`config.mk`:
```
export PLATFORM = sky130hd
export DESIGN_NAME = lsu_mem_stage
export DESIGN_NICKNAME = d
export VERILOG_FILES = /design/src/rtl/lsu_mem_stage.sv
export SDC_FILE = /design/constraint.sdc
export NUM_CORES = 1
export LEC_CHECK = 0
export BUFFER_PORTS_ARGS = -buffer_cell sky130_fd_sc_hd__buf_2
export CORE_UTILIZATION = 40
export DETAILED_ROUTE_END_ITERATION = 10
export GPL_TIMING_DRIVEN = 0
export PLACE_DENSITY_LB_ADDON = 0.3
export SLEW_MARGIN = 20
export SYNTH_ARGS = -nofsm -noshare
export SYNTH_HDL_FRONTEND = slang
export SYNTH_SLANG_ARGS = --single-unit
```
`constraint.sdc`:
```
create_clock -name clk -period 3.3 [get_ports clk]
set_input_delay 0.165 -clock clk [delete_from_list [all_inputs] [get_ports clk]]
set_output_delay 0.165 -clock clk [all_outputs]
set_load 0.1 [all_outputs]
```
`src/rtl/lsu_mem_stage.sv`:
```
// lsu_mem_stage: MEM-stage load/store unit driving a dmem port that may need
// many cycles per access. Aligns store data, builds byte-lane masks,
// extends load data and reports faults (misaligned, illegal funct3, timeout).
// Optional feature macro: LSU_MISALIGNED_SPLIT_EN. When it is defined, an access
// that crosses a bus word is split into two dmem transactions. When it is not
// defined, any misaligned access returns an error response.
//
// state | meaning
// IDLE  | ready for a request; completion pulse of the previous access shows here
// ACC1  | first (or only) dmem access in flight
// ACC2  | second half of a word-crossing access in flight
// FAULT | one-cycle error response, dmem masks stay 0
module lsu_mem_stage #(
  parameter int XLEN     = 32,
  parameter int MAX_WAIT = 0
) (
  input  logic              clk,
  input  logic              rst,
  input  logic              req_valid,
  output logic              req_ready,
  input  logic              req_we,
  input  logic [2:0]        req_funct3,
  input  logic [XLEN-1:0]   req_addr,
  input  logic [XLEN-1:0]   req_wdata,
  input  logic [4:0]        req_rd,
  output logic              resp_valid,
  output logic [XLEN-1:0]   resp_rdata,
  output logic [4:0]        resp_rd,
  output logic              resp_err,
  output logic [XLEN-1:0]   dmem_address,
  output logic [XLEN/8-1:0] dmem_rmask,
  output logic [XLEN/8-1:0] dmem_wmask,
  output logic [XLEN-1:0]   dmem_wdata,
  input  logic [XLEN-1:0]   dmem_rdata,
  input  logic              dmem_resp
);

  localparam int NB   = XLEN / 8;
  localparam int OFFW = $clog2(NB);
  localparam int EW   = OFFW + 2;
  localparam int WDW  = (MAX_WAIT > 0) ? $clog2(MAX_WAIT + 1) : 1;

`ifdef LSU_MISALIGNED_SPLIT_EN
  localparam bit SPLIT_EN = 1'b1;
`else
  localparam bit SPLIT_EN = 1'b0;
`endif

  typedef enum logic [1:0] {S_IDLE, S_ACC1, S_ACC2, S_FAULT} state_e;

  state_e            state_q, state_d;
  logic              we_q, we_d;
  logic [1:0]        size_q, size_d;
  logic              uns_q, uns_d;
  logic [OFFW-1:0]   off_q, off_d;
  logic              split_q, split_d;
  logic [4:0]        rd_q, rd_d;
  logic [WDW-1:0]    wd_q, wd_d;
  logic [XLEN-1:0]   lo_q, lo_d;
  logic [NB-1:0]     hi_mask_q, hi_mask_d;
  logic [XLEN-1:0]   hi_wdata_q, hi_wdata_d;
  logic [XLEN-1:0]   addr_q, addr_d;
  logic [NB-1:0]     rmask_q, rmask_d;
  logic [NB-1:0]     wmask_q, wmask_d;
  logic [XLEN-1:0]   wdata_q, wdata_d;
  logic              rvalid_q, rvalid_d;
  logic              rerr_q, rerr_d;
  logic [XLEN-1:0]   rdata_q, rdata_d;
  logic [4:0]        rrd_q, rrd_d;

  // request decode
  logic [3:0]        acc_bytes;
  logic [OFFW-1:0]   acc_off;
  logic [OFFW-1:0]   acc_size_mask;
  logic              acc_illegal;
  logic              acc_misal;
  logic [EW-1:0]     acc_end;
  logic              acc_split;
  logic              acc_fault;
  logic [NB-1:0]     acc_base;
  logic [XLEN-1:0]   acc_keep;
  logic [2*NB-1:0]   acc_lanes;
  logic [2*XLEN-1:0] acc_wdata;
  logic [XLEN-1:0]   acc_word;

  // load alignment
  logic [2*XLEN-1:0]      ld_merged;
  logic [2*XLEN-1:0]      ld_shifted;
  logic [XLEN-1:0]        ld_val;
  int                     ld_sh;
  logic [XLEN-1:0]        ld_shl;
  logic signed [XLEN-1:0] ld_sra;
  logic [XLEN-1:0]        ld_ext;

  // Decode the incoming request into lanes, shifted data and fault flags.
  // Stores never use the unsigned funct3 encodings, so those count as illegal.
  always_comb begin
    acc_bytes     = 4'd1 << req_funct3[1:0];
    acc_off       = req_addr[OFFW-1:0];
    acc_size_mask = OFFW'(acc_bytes - 4'd1);
    acc_illegal   = 1'b0;
    case (req_funct3)
      3'b011:         acc_illegal = (XLEN == 32);
      3'b110:         acc_illegal = (XLEN == 32) || req_we;
      3'b100, 3'b101: acc_illegal = req_we;
      3'b111:         acc_illegal = 1'b1;
      default:        acc_illegal = 1'b0;
    endcase
    acc_misal = |(acc_off & acc_size_mask);
    acc_end   = EW'(acc_off) + EW'(acc_bytes);
    acc_split = SPLIT_EN && (acc_end > EW'(NB));
    acc_fault = acc_illegal || (!SPLIT_EN && acc_misal);
    acc_base  = NB'((32'd1 << acc_bytes) - 32'd1);
    acc_keep  = '0;
    for (int i = 0; i < NB; i++) begin
      acc_keep[8*i +: 8] = {8{acc_base[i]}};
    end
    acc_lanes = {{NB{1'b0}}, acc_base} << acc_off;
    acc_wdata = {{XLEN{1'b0}}, (req_wdata & acc_keep)} << {acc_off, 3'b000};
    acc_word  = {req_addr[XLEN-1:OFFW], {OFFW{1'b0}}};
  end

  // Merge the returned word(s), shift the access down to bit 0 and extend.
  always_comb begin
    ld_merged  = (state_q == S_ACC2) ? {dmem_rdata, lo_q} : {{XLEN{1'b0}}, dmem_rdata};
    ld_shifted = ld_merged >> {off_q, 3'b000};
    ld_val     = ld_shifted[XLEN-1:0];
    ld_sh      = XLEN - (8 << size_q);
    ld_shl     = ld_val << ld_sh;
    ld_sra     = $signed(ld_shl) >>> ld_sh;
    ld_ext     = uns_q ? (ld_shl >> ld_sh) : ld_sra;
  end

  // Next-state and registered-output logic; the response signals pulse for one cycle.
  always_comb begin
    state_d    = state_q;
    we_d       = we_q;
    size_d     = size_q;
    uns_d      = uns_q;
    off_d      = off_q;
    split_d    = split_q;
    rd_d       = rd_q;
    wd_d       = wd_q;
    lo_d       = lo_q;
    hi_mask_d  = hi_mask_q;
    hi_wdata_d = hi_wdata_q;
    addr_d     = addr_q;
    rmask_d    = rmask_q;
    wmask_d    = wmask_q;
    wdata_d    = wdata_q;
    rvalid_d   = 1'b0;
    rerr_d     = 1'b0;
    rdata_d    = '0;
    rrd_d      = '0;
    case (state_q)
      S_IDLE: begin
        if (req_valid) begin
          we_d    = req_we;
          size_d  = req_funct3[1:0];
          uns_d   = req_funct3[2];
          off_d   = acc_off;
          split_d = acc_split;
          rd_d    = req_rd;
          if (acc_fault) begin
            state_d  = S_FAULT;
            rvalid_d = 1'b1;
            rerr_d   = 1'b1;
            rrd_d    = req_rd;
          end else begin
            state_d    = S_ACC1;
            wd_d       = WDW'(MAX_WAIT);
            addr_d     = acc_word;
            rmask_d    = req_we ? '0 : acc_lanes[NB-1:0];
            wmask_d    = req_we ? acc_lanes[NB-1:0] : '0;
            wdata_d    = req_we ? acc_wdata[XLEN-1:0] : '0;
            hi_mask_d  = acc_lanes[2*NB-1:NB];
            hi_wdata_d = acc_wdata[2*XLEN-1:XLEN];
          end
        end
      end
      S_ACC1, S_ACC2: begin
        if (dmem_resp) begin
          if (state_q == S_ACC1 && split_q) begin
            state_d = S_ACC2;
            lo_d    = dmem_rdata;
            wd_d    = WDW'(MAX_WAIT);
            addr_d  = addr_q + XLEN'(NB);
            rmask_d = we_q ? '0 : hi_mask_q;
            wmask_d = we_q ? hi_mask_q : '0;
            wdata_d = we_q ? hi_wdata_q : '0;
          end else begin
            state_d  = S_IDLE;
            wd_d     = '0;
            addr_d   = '0;
            rmask_d  = '0;
            wmask_d  = '0;
            wdata_d  = '0;
            rvalid_d = 1'b1;
            rrd_d    = rd_q;
            rdata_d  = we_q ? '0 : ld_ext;
          end
        end else if (MAX_WAIT > 0) begin
          if (wd_q == WDW'(1)) begin
            state_d  = S_FAULT;
            wd_d     = '0;
            addr_d   = '0;
            rmask_d  = '0;
            wmask_d  = '0;
            wdata_d  = '0;
            rvalid_d = 1'b1;
            rerr_d   = 1'b1;
            rrd_d    = rd_q;
          end else begin
            wd_d = wd_q - WDW'(1);
          end
        end
      end
      S_FAULT: begin
        state_d = S_IDLE;
      end
      default: begin
        state_d = S_IDLE;
      end
    endcase
  end

  // State register with synchronous active-low reset; an in-flight access is dropped.
  always_ff @(posedge clk) begin
    if (!rst) begin
      state_q    <= S_IDLE;
      we_q       <= 1'b0;
      size_q     <= '0;
      uns_q      <= 1'b0;
      off_q      <= '0;
      split_q    <= 1'b0;
      rd_q       <= '0;
      wd_q       <= '0;
      lo_q       <= '0;
      hi_mask_q  <= '0;
      hi_wdata_q <= '0;
      addr_q     <= '0;
      rmask_q    <= '0;
      wmask_q    <= '0;
      wdata_q    <= '0;
      rvalid_q   <= 1'b0;
      rerr_q     <= 1'b0;
      rdata_q    <= '0;
      rrd_q      <= '0;
    end else begin
      state_q    <= state_d;
      we_q       <= we_d;
      size_q     <= size_d;
      uns_q      <= uns_d;
      off_q      <= off_d;
      split_q    <= split_d;
      rd_q       <= rd_d;
      wd_q       <= wd_d;
      lo_q       <= lo_d;
      hi_mask_q  <= hi_mask_d;
      hi_wdata_q <= hi_wdata_d;
      addr_q     <= addr_d;
      rmask_q    <= rmask_d;
      wmask_q    <= wmask_d;
      wdata_q    <= wdata_d;
      rvalid_q   <= rvalid_d;
      rerr_q     <= rerr_d;
      rdata_q    <= rdata_d;
      rrd_q      <= rrd_d;
    end
  end

  assign req_ready    = (state_q == S_IDLE);
  assign resp_valid   = rvalid_q;
  assign resp_err     = rerr_q;
  assign resp_rdata   = rdata_q;
  assign resp_rd      = rrd_q;
  assign dmem_address = addr_q;
  assign dmem_rmask   = rmask_q;
  assign dmem_wmask   = wmask_q;
  assign dmem_wdata   = wdata_q;

endmodule
```
==> results of run 1 <==
cells by family (layout without fill, tap and decap cells):
group	Yosys count	in the layout	share of synthesized area
AOI/OAI and AO/OA	219	219	0.252
xor gates and xnor gates	1	1	0.00152
adders and majority gates	5	5	0.0109
buffers and inverters	76	332	0.0586
DFF	122	122	0.425
muxes	16	16	0.0281
other	1	3	0.000652
and+or+nand+nor	246	246	0.223
critical path, delay by kind of cell:
kind	cells	cell delay, ns
simple gates	5	1.22
compound gates	1	0.17
fa+ha+maj	1	0.45
buf+inv	4	0.82
placed cells by master, fill, tap and decap left out, types with 3 or more instances in the layout:
| cell type | instances |
|---|---|
| nand4_1 | 3 |
| nand2_1 | 80 |
| buf_6 | 4 |
| a32o_1 | 9 |
| o22ai_1 | 25 |
| nor2_1 | 40 |
| dfxtp_1 | 122 |
| nor3_1 | 4 |
| dlygate4sd3_1 | 10 |
| buf_2 | 225 |
| nor2b_1 | 5 |
| and2_1 | 5 |
| inv_1 | 11 |
| nand3_1 | 48 |
| nand2b_1 | 4 |
| clkinv_4 | 4 |
| a31oi_1 | 4 |
| a31o_2 | 3 |
| mux2i_1 | 15 |
| o211ai_1 | 10 |
| clkbuf_16 | 17 |
| nor3b_1 | 10 |
| o21a_1 | 5 |
| a32oi_1 | 15 |
| ha_1 | 5 |
| clkbuf_1 | 43 |
| clkinv_2 | 4 |
| a21oi_1 | 49 |
| and3_1 | 6 |
| buf_1 | 8 |
| o21ai_0 | 58 |
| a22o_1 | 16 |
| nand3b_1 | 27 |
| a221o_1 | 8 |
routing by layer:
metal | track usage | wire, µm
met1 | 0.339 | 8130
met2 | 0.411 | 8830
met3 | 0.0674 | 1640
met4 | 0.103 | 466
met5 | 0 | 0
state kept, by name, indices dropped and copies added, names as in the netlist:
register	count
uns_q	1
resp_rd	5
rd_q	5
dmem_address	30
state_q	2
dmem_wmask	4
resp_err	1
size_q	2
we_q	1
resp_rdata	32
dmem_rmask	4
dmem_wdata	32
off_q	2
resp_valid	1
path summary, 6_finish.rpt:
kind,depth (start not counted),start,slack [ns],end
setup / recovery,11,req_funct3[0],0.81,dmem_wdata[6]$_SDFFE_PN0P_
hold / removal,3,req_addr[12],0.01,dmem_address[12]$_SDFFE_PN0P_
hold reg to reg,2,rd_q[1]$_SDFFE_PN0P_,0.46,rd_q[1]$_SDFFE_PN0P_
setup reg to reg,8,state_q[1]$_SDFFE_PN0P_,0.86,dmem_wdata[6]$_SDFFE_PN0P_
where the power goes:
group	internal (mW)	total, mW	switching [mW]
combinational	0.343	1.32	0.980
clock	1.13	1.81	0.683
sequential	1.55	1.59	0.0394
area by class of cell:
cell class | instances | area, µm²
fillers | 1380 | 6210
multi-input cells | 489 | 2970
flip-flops and latches | 122 | 2440
repair buffers | 224 | 1170
clock buffers | 21 | 450
plain buffers | 65 | 295
well taps | 180 | 225
clock inverters | 11 | 123
inverters | 11 | 41.3
diodes | 1 | 2.50
what timing repair did:
item,in CTS,in global routing
hold buffers,10,0
endpoints found under the hold margin,10,0
gates resized for setup,0,0
setup buffers,0,0
==> results.md, run 1 <==
- TritonCTS Buffers: 17
- Seq cells post-synth: about 120
- H-Tree Depth: 4
- Final Util: 0.554
- Element type at the critical path end: flop
- Clock transition at the registers of the reported paths: 0.06 ns
- Clock tree sinks: approximately 120
- DP Wirelength: around 14000 µm
- Count leader, synth: dfxtp_1
- Post-DRT Antenna Nets: 0
- Max Buffers Root-to-Sink: 2
- Sum Neg Setup Slack: 0 ns
- DRT Pass-1 Iters: 5
- Residual DRC count: 0
- Max-capacitance violation count: 0
- Async S/R FF share, synth: 0
- RSZ-0062 raised after global routing: false
- Most used cell, CP: buf_2
- Slew of the pin with the lowest slew margin: a little over 0.7 ns
- Final RePlAce weighted congestion: 0.926
- Initial DRC count: roughly 520
- Final Cell Area: a little under 8000 µm²
- Synth area leader: dfxtp_1
- Fin. Hold Viols: 0
- Setup violators final: 0
- LEAKAGE: roughly 3.4 nW
- Synth cell count leaders: dfxtp_1 (122), nand2_1 (80), o21ai_0 (58)
- Initial Util: 0.412
- Worst slew margin: 0.520
- Worst setup SP type: input port
- Synth top area share: 0.425
- Vias in the first global route: approximately 5700
- Placed cells: around 1100
- Req. time, crit path: 3.65 ns
- CP cell instances: buf_2 -> or2_2 -> clkbuf_1 -> inv_1 -> ha_1 -> nand2b_1 -> nand4_4 -> nor3_4 -> and2_1 -> buf_2 -> a22o_1
- Netlist cell types: 58
- First-pass GRT wire length: about 30000 µm
- Post-synthesis cell area: around 5700 µm²
- Layout cells sized above 1: 0.292
- Top cells by area, synth: dfxtp_1 (42%), nand2_1 (5.2%), o21ai_0 (5.1%)
- Die W: 122 µm
- Die height: roughly 120 µm
- Port buffer count: about 210
- Mapped Avg Cell Area: 8.38 µm²
- PD cells: roughly 610 nW/µm²
- Initial antenna violation count: 1
- Yosys warning count: 0
- Sequential-to-total area share from yosys stat: 0.425
- Die area: about 15000 µm²
- Pin count of the biggest net entering global routing: 17
- Post-synth EDFFs: 0
- I/O pins: 221
- Nets: between 1000 and 1500
- Overall Power: between 4 and 5 mW
- Clock root buffer: clkbuf_16
- Routed length per instance: approximately 17 µm
- Mapped Cells: just under 700
- Worst-path fanout max: 10
- Site Rows: 43
- DR vias/cell: between 5 and 6
- Tcrit/Tclk final: 0.755
- Final non-filler cell total: 1124
- GRT Total Usage: 0.261
- Run status: finished, final reports clean
- CP arrival: roughly 2.9 ns
- Total global routing overflow: 0
- Clock Skew: between 0.007 and 0.008 ns
- FMAX: around 400 MHz
- VDD IR max: 0.353 mV
- Slowest cell on crit path: nor3_4
- Core area: between 10000 and 15000 µm²
- Pre-CTS WS: 0.432 ns
- WL final: 19100 µm
- Max-slew violations: 0
- DP Area: ~7000 µm²
- Final setup margin: between 0.8 and 0.9 ns
- Max incr delay on CP: 0.48 ns
- Min-Delay Path Class: input port to flop
- Vias: approximately 6300
- Tmin final: approximately 2.5 ns
- Final hold slack: around 0.013 ns
- Main synth FF type: dfxtp_1
- Area delta synth->final: 34.4%
- Worst Setup Path Type: input port to flop
- CTS tree: done
- Skew-Pair Late Insertion Delay: about 0.4 ns
(Power assumes the default switching activity.)
==> inputs of run 2 (changes only) <==
clock period = 2.3 ns   (was 3.3 ns; I/O delays follow)
==> run 2 against run 1 <==
Combinational power rose by 49%. Core utilization rose by 2.8 points. Register-to-register slack got worse by 0.74 ns. Critical path depth fell by 2. Critical path type is now flop to flop. Largest cell class unchanged.
==> results.md, run 2 (synthesis gave the netlist of run 1 again) <==
- Element type at the critical path end: flop (unchanged)
- Most frequent cells in the layout: buf_2 (225), dfxtp_1 (122), nand2_1 (80) (unchanged)
- Final Cell Area: 8110 µm² (was 7720 µm²)
- Placed cells: 1081 (unchanged)
- Die area: 14900 µm² (unchanged)
- Layout cells sized above 1: 0.295 (was 0.292)
- Residual DRC count: 0 (unchanged)
- Run status: finished, final reports clean (unchanged)
- Min-Delay Path Class: input port to flop (unchanged)
- Final hold slack: 0.0273 ns (was 0.0125 ns)
- HP Start: req_addr[6] (was req_addr[12])
- PD cells: 839 nW/µm² (was 612 nW/µm²)
- Final RePlAce weighted congestion: 0.925 (was 0.926)
- Initial antenna violation count: 0 (was 1)
- WL final: 19700 µm (was 19100 µm)
- Pre-CTS WS: -0.475 ns (was 0.432 ns)
- Nets: 1081 (was 1044)
- TritonCTS Buffers: 17 (unchanged)
- Final setup margin: 0.124 ns (was 0.808 ns)
- CP arrival: 2.51 ns (was 2.85 ns)
- Slew of the pin with the lowest slew margin: 0.601 ns (was 0.720 ns)
- Skew-Pair Late Insertion Delay: 0.41 ns (about the same)
- GRT Total Usage: 0.264 (was 0.261)
- Fin. Hold Viols: 0 (unchanged)
- R2r startpoint: state_q[0]$_SDFFE_PN0P_ (was state_q[1]$_SDFFE_PN0P_)
- Req. time, crit path: 2.63 ns (was 3.65 ns)
- VDD IR max: 0.547 mV (was 0.353 mV)
- Most common cell after layout, fill and taps aside: buf_2 (unchanged)
- Max incr delay on CP: 0.36 ns (was 0.48 ns)
- # diodes: 0 (was 1)
- Clock root buffer: clkbuf_16 (unchanged)
- Worst Setup SP: state_q[0]$_SDFFE_PN0P_ (was req_funct3[0])
- Clock transition at the registers of the reported paths: 0.05 ns (was 0.06 ns)
- Sum Neg Setup Slack: 0 ns (unchanged)
- Post-DRT Antenna Nets: 0 (unchanged)
- Initial DRC count: 527 (was 518)
- Max-capacitance violation count: 0 (unchanged)
- Site Rows: 43 (unchanged)
- Vias in the first global route: 6096 (was 5671)
- Overall Power: 6.81 mW (was 4.72 mW)
- Port buffer count: 214 (unchanged)
- Initial Util: 0.412 (unchanged)
- H-Tree Depth: 4 (unchanged)
- Setup violators final: 0 (unchanged)
- DP Area: 7050 µm² (about the same)
- Final non-filler cell total: 1160 (was 1124)
- DP Wirelength: 13700 µm (was 13900 µm)
- DR vias/cell: 5.56 (was 5.58)
- Worst Setup Path Type: flop to flop (was input port to flop)
- Final Util: 0.582 (was 0.554)
- Max-slew violations: 0 (unchanged)
- Die W: 122 µm (unchanged)
- Worst setup SP type: flop (was input port)
- Routed length per instance: 17.0 µm (about the same)
- Area delta synth->final: 41.1% (was 34.4%)
- Core area: 13900 µm² (unchanged)
- Slowest cell on crit path: dfxtp_1 (was nor3_4)
- Worst-path fanout max: 10 (unchanged)
- Pin count of the biggest net entering global routing: 17 (unchanged)
- CTS tree: done (unchanged)
- RSZ-0062 raised after global routing: true (was false)
- Tcrit/Tclk final: 0.946
- First-pass GRT wire length: 30300 µm (was 29700 µm)
- Clock Skew: 0.00770 ns (was 0.00783 ns)
- FMAX: between 400 and 500 MHz
- Die height: 122 µm (unchanged)
- DRT Pass-1 Iters: 6 (was 5)
- LEAKAGE: 3.54 nW (was 3.38 nW)
- CP cell instances: inv_1 -> ha_2 -> or2_2 -> clkbuf_1 -> o211ai_1 -> and3_1 -> nor2_1 -> buf_2 -> a21oi_1 (was buf_2 -> or2_2 -> clkbuf_1 -> inv_1 -> ha_1 -> nand2b_1 -> nand4_4 -> nor3_4 -> and2_1 -> buf_2 -> a22o_1)
- Worst slew margin: 0.589 (was 0.520)
- Vias: 6449 (was 6275)
- Max Buffers Root-to-Sink: 2 (unchanged)
- Clock tree sinks: 122 (unchanged)
- Tmin final: around 2.2 ns
- Total global routing overflow: 0 (unchanged)
- I/O pins: 221 (unchanged)
[run 2: changes by cell type in the layout (fill, tap and decap cells not counted), sizes merged]
cell	delta
bufinv	-1
clkinv	-2
clkinvlp	+2
inv	+3
dlygate4sd3	+36
buf	+1
clkbuf	-2
diode	-1
[run 2: cell type report]
cell class,instances,area (µm²)
Inverter,11,41.3
Tap cell,180,225
Timing Repair Buffer,263,1550
Clock buffer,19,453
Multi-Input combinational cell,489,2990
Fill cell,1259,5820
Clock inverter,13,116
Sequential cell,122,2440
Buffer,63,292
[run 2: critical path, delay by kind of cell (launching register included)]
kind / cells / cell delay [ns]
AO/OA/AOI/OAI: 2 / 0.40
flip-flops: 1 / 0.36
buffers and inverters: 3 / 0.51
adder cells (fa/ha/maj): 1 / 0.25
AND/OR/NAND/NOR: 3 / 0.58
[run 2: worst paths after layout]
| path | end | slack, ns | depth (start not counted) |
|---|---|---|---|
| max | resp_rdata[25]$_SDFF_PP0_ | 0.12 | 9 |
| min | dmem_address[6]$_SDFFE_PN0P_ | 0.03 | 3 |
| max reg2reg | resp_rdata[25]$_SDFF_PP0_ | 0.12 | 9 |
| min reg2reg | rd_q[0]$_SDFFE_PN0P_ | 0.46 | 2 |
[run 2: per-layer routing]
metal	vias up	wire length (µm)	global-route usage
met2	363	9280	0.436
met4	0	475	0.117
met3	44	1810	0.0758
met1	2967	8170	0.317
li1	3075	-	-
met5	-	0	0
[run 2: repair_timing]
item | 4_1_cts | 5_1_grt
setup buffers | 2 | 1
hold buffers | 46 | 0
endpoints found under the setup margin | 35 | 39
resized for setup | 1 | 7
hold endpoints to repair | 50 | 0
gates cloned | 0 | 0
pin swaps | 1 | 1
[run 2: power breakdown]
part,internal (mW),total [mW],switching (mW)
logic,0.542,1.97,1.43
clock network,1.55,2.55,1.01
registers,2.22,2.28,0.0574
==> inputs of run 3 (changes only) <==
PLACE_DENSITY = 0.67   (was not set)
PLACE_DENSITY_LB_ADDON = not set   (was 0.3)
REMOVE_ABC_BUFFERS = 1   (was not set)
SLEW_MARGIN = not set   (was 20)
==> run 3 against run 2 <==
Critical path depth down 4. Combinational power about the same. Clock power up 11%. Clock skew up 0.0022 ns. Die area unchanged. Non-clock buffer count down 59. Worst hold slack worse by 0.0059 ns. Count of clock-buffer cells in the layout up 2. Critical endpoint is now resp_rdata[27]$_SDFF_PP0_. Via count down 3.7%.
==> results.md, run 3 (synthesis gave the netlist of run 1 again) <==
- Run status: finished, final reports clean (unchanged)
- FF+latch area: 2450 µm² (was 2440 µm²)
- Max Buffers Root-to-Sink: 2 (unchanged)
- Layout cells sized above 1: 0.312 (was 0.295)
- CTS tree: done (unchanged)
- Worst slew margin: 0.407 (was 0.589)
- Final Cell Area: 8000 µm² (was 8110 µm²)
- Clock tree sinks: 122 (unchanged)
- Worst Setup Path Type: flop to flop (unchanged)
- FMAX: 454 MHz (was 460 MHz)
- Tcrit/Tclk final: 0.958 (was 0.946)
- Slew of the pin with the lowest slew margin: 0.887 ns (was 0.601 ns)
- Overall Power: 7.08 mW (was 6.81 mW)
- Worst setup SP type: flop (unchanged)
- Clock transition at the registers of the reported paths: 0.06 ns (was 0.05 ns)
- Slowest cell on crit path: dfxtp_4 (was dfxtp_1)
- Final hold slack: 0.0214 ns (was 0.0273 ns)
- Max-capacitance violation count: 0 (unchanged)
- Die W: 122 µm (unchanged)
- Req. time, crit path: 2.58 ns (was 2.63 ns)
- First-pass GRT wire length: 29200 µm (was 30300 µm)
- Initial Util: 0.412 (unchanged)
- Fillers: 1303 (was 1259)
- Footprint of the multi-input gates: 3090 µm² (was 2990 µm²)
- Nets: 1026 (was 1081)
- Initial antenna violation count: 0 (unchanged)
- Vias: 6210 (was 6449)
- Worst-path fanout max: 41 (was 10)
- I/O pins: 221 (unchanged)
- GRT Total Usage: 0.254 (was 0.264)
- Skew-Pair Late Insertion Delay: 0.42 ns (was 0.41 ns)
- DR vias/cell: 5.62 (was 5.56)
- Total global routing overflow: 0 (unchanged)
- Fin. Hold Viols: 0 (unchanged)
- Final non-filler cell total: 1105 (was 1160)
- Initial DRC count: 510 (was 527)
- Clock root buffer: clkbuf_16 (unchanged)
- Area delta synth->final: 39.2% (was 41.1%)
- Element type at the critical path end: flop (unchanged)
- Most common cell after layout, fill and taps aside: buf_2 (unchanged)
- TritonCTS Buffers: 17 (unchanged)
- Tmin final: 2.20 ns (was 2.18 ns)
- Final Util: 0.574 (was 0.582)
- H-Tree Depth: 4 (unchanged)
- Die area: 14900 µm² (unchanged)
- Post-DRT Antenna Nets: 0 (unchanged)
- CP arrival: 2.48 ns (was 2.51 ns)
- Max incr delay on CP: 0.66 ns (was 0.36 ns)
- CP cell instances: mux2_2 -> a211oi_2 -> nor4_4 -> nor2_4 -> a21oi_1 (was inv_1 -> ha_2 -> or2_2 -> clkbuf_1 -> o211ai_1 -> and3_1 -> nor2_1 -> buf_2 -> a21oi_1)
- Die height: 122 µm (unchanged)
- Site Rows: 43 (unchanged)
- Vias in the first global route: 5709 (was 6096)
- PD cells: 886 nW/µm² (was 839 nW/µm²)
- Placed cells: 1020 (was 1081)
- Max-slew violations: 0 (unchanged)
- Routed length per instance: 17.4 µm (was 17.0 µm)
- Final RePlAce weighted congestion: 0.871 (was 0.925)
- DP Area: 6770 µm² (was 7050 µm²)
- Clock Skew: 0.00990 ns (was 0.00770 ns)
- Most frequent cells in the layout: buf_2 (217), dfxtp_1 (120), nand2_1 (80) (was buf_2 (225), dfxtp_1 (122), nand2_1 (80))
- VDD IR max: 0.550 mV (was 0.547 mV)
- Residual DRC count: 0 (unchanged)
- WL final: 19200 µm (was 19700 µm)
- Pin count of the biggest net entering global routing: 82 (was 17)
- LEAKAGE: 3.47 nW (was 3.54 nW)
- Min-Delay Path Class: input port to flop (unchanged)
- Port buffer count: 218 (was 214)
- DRT Pass-1 Iters: 6 (unchanged)
- Core area: 13900 µm² (unchanged)
- Setup violators final: 0 (unchanged)
- # diodes: 0 (unchanged)
- DP Wirelength: 11600 µm (was 13700 µm)
run 3: final cells by class:
| class | count | share of cell area |
|---|---|---|
| multi-input cells | 493 | 0.386 |
| repair buffers | 267 | 0.197 |
| flip-flops and latches | 122 | 0.306 |
| well taps | 180 | 0.0282 |
| clock buffers | 21 | 0.0601 |
| inverters | 11 | 0.00516 |
| clock inverters | 11 | 0.0178 |
run 3: final timing paths:
kind                         startpoint                            end  slack, ns  depth (start not counted)
setup / recovery  off_q[0]$_SDFFE_PN0P_      resp_rdata[27]$_SDFF_PP0_        0.1                          5
hold / removal             req_addr[17]  dmem_address[17]$_SDFFE_PN0P_       0.02                          3
setup reg to reg  off_q[0]$_SDFFE_PN0P_      resp_rdata[27]$_SDFF_PP0_        0.1                          5
hold reg to reg       we_q$_SDFFE_PN0P_              we_q$_SDFFE_PN0P_       0.45                          2
run 3: metrics by stage:
step | TNS [ns] | worst slack [ns]
final | 0 | 0.0958
after CTS | 0 | 0.0108
after floorplan | -16.05 | -0.475
after global placement | -65.09 | -1.07
after detailed placement | -61.18 | -0.963
after global routing | -0.00211 | -0.00211
run 3: what timing repair did:
| item | CTS | global route |
|---|---|---|
| setup endpoints to repair | 102 | 47 |
| setup buffers | 3 | 3 |
| cloned | 4 | 0 |
| resized for setup | 13 | 9 |
| endpoints found under the hold margin | 47 | 0 |
| pin swaps | 3 | 2 |
| hold buffers | 43 | 0 |
run 3: critical path, delay by kind of cell, from the launching register on:
| kind | cells | cell delay [ns] |
|---|---|---|
| muxes | 1 | 0.42 |
| DFF | 1 | 0.66 |
| AOI/OAI and AO/OA | 2 | 0.53 |
| and+or+nand+nor | 2 | 0.45 |
run 3: routing by layer:
metal	global-route usage	share of wire
met1	0.326	0.42
met2	0.398	0.46
met3	0.0763	0.098
met4	0.0972	0.017
met5	0	0
run 3: report_power, final:
| group | internal, mW | leakage, nW | switching [mW] |
|---|---|---|---|
| registers | 2.22 | 0.989 | 0.0938 |
| logic | 0.539 | 2.17 | 1.40 |
| clock network | 1.81 | 0.305 | 1.01 |
| total | 4.58 | 3.47 | 2.51 |
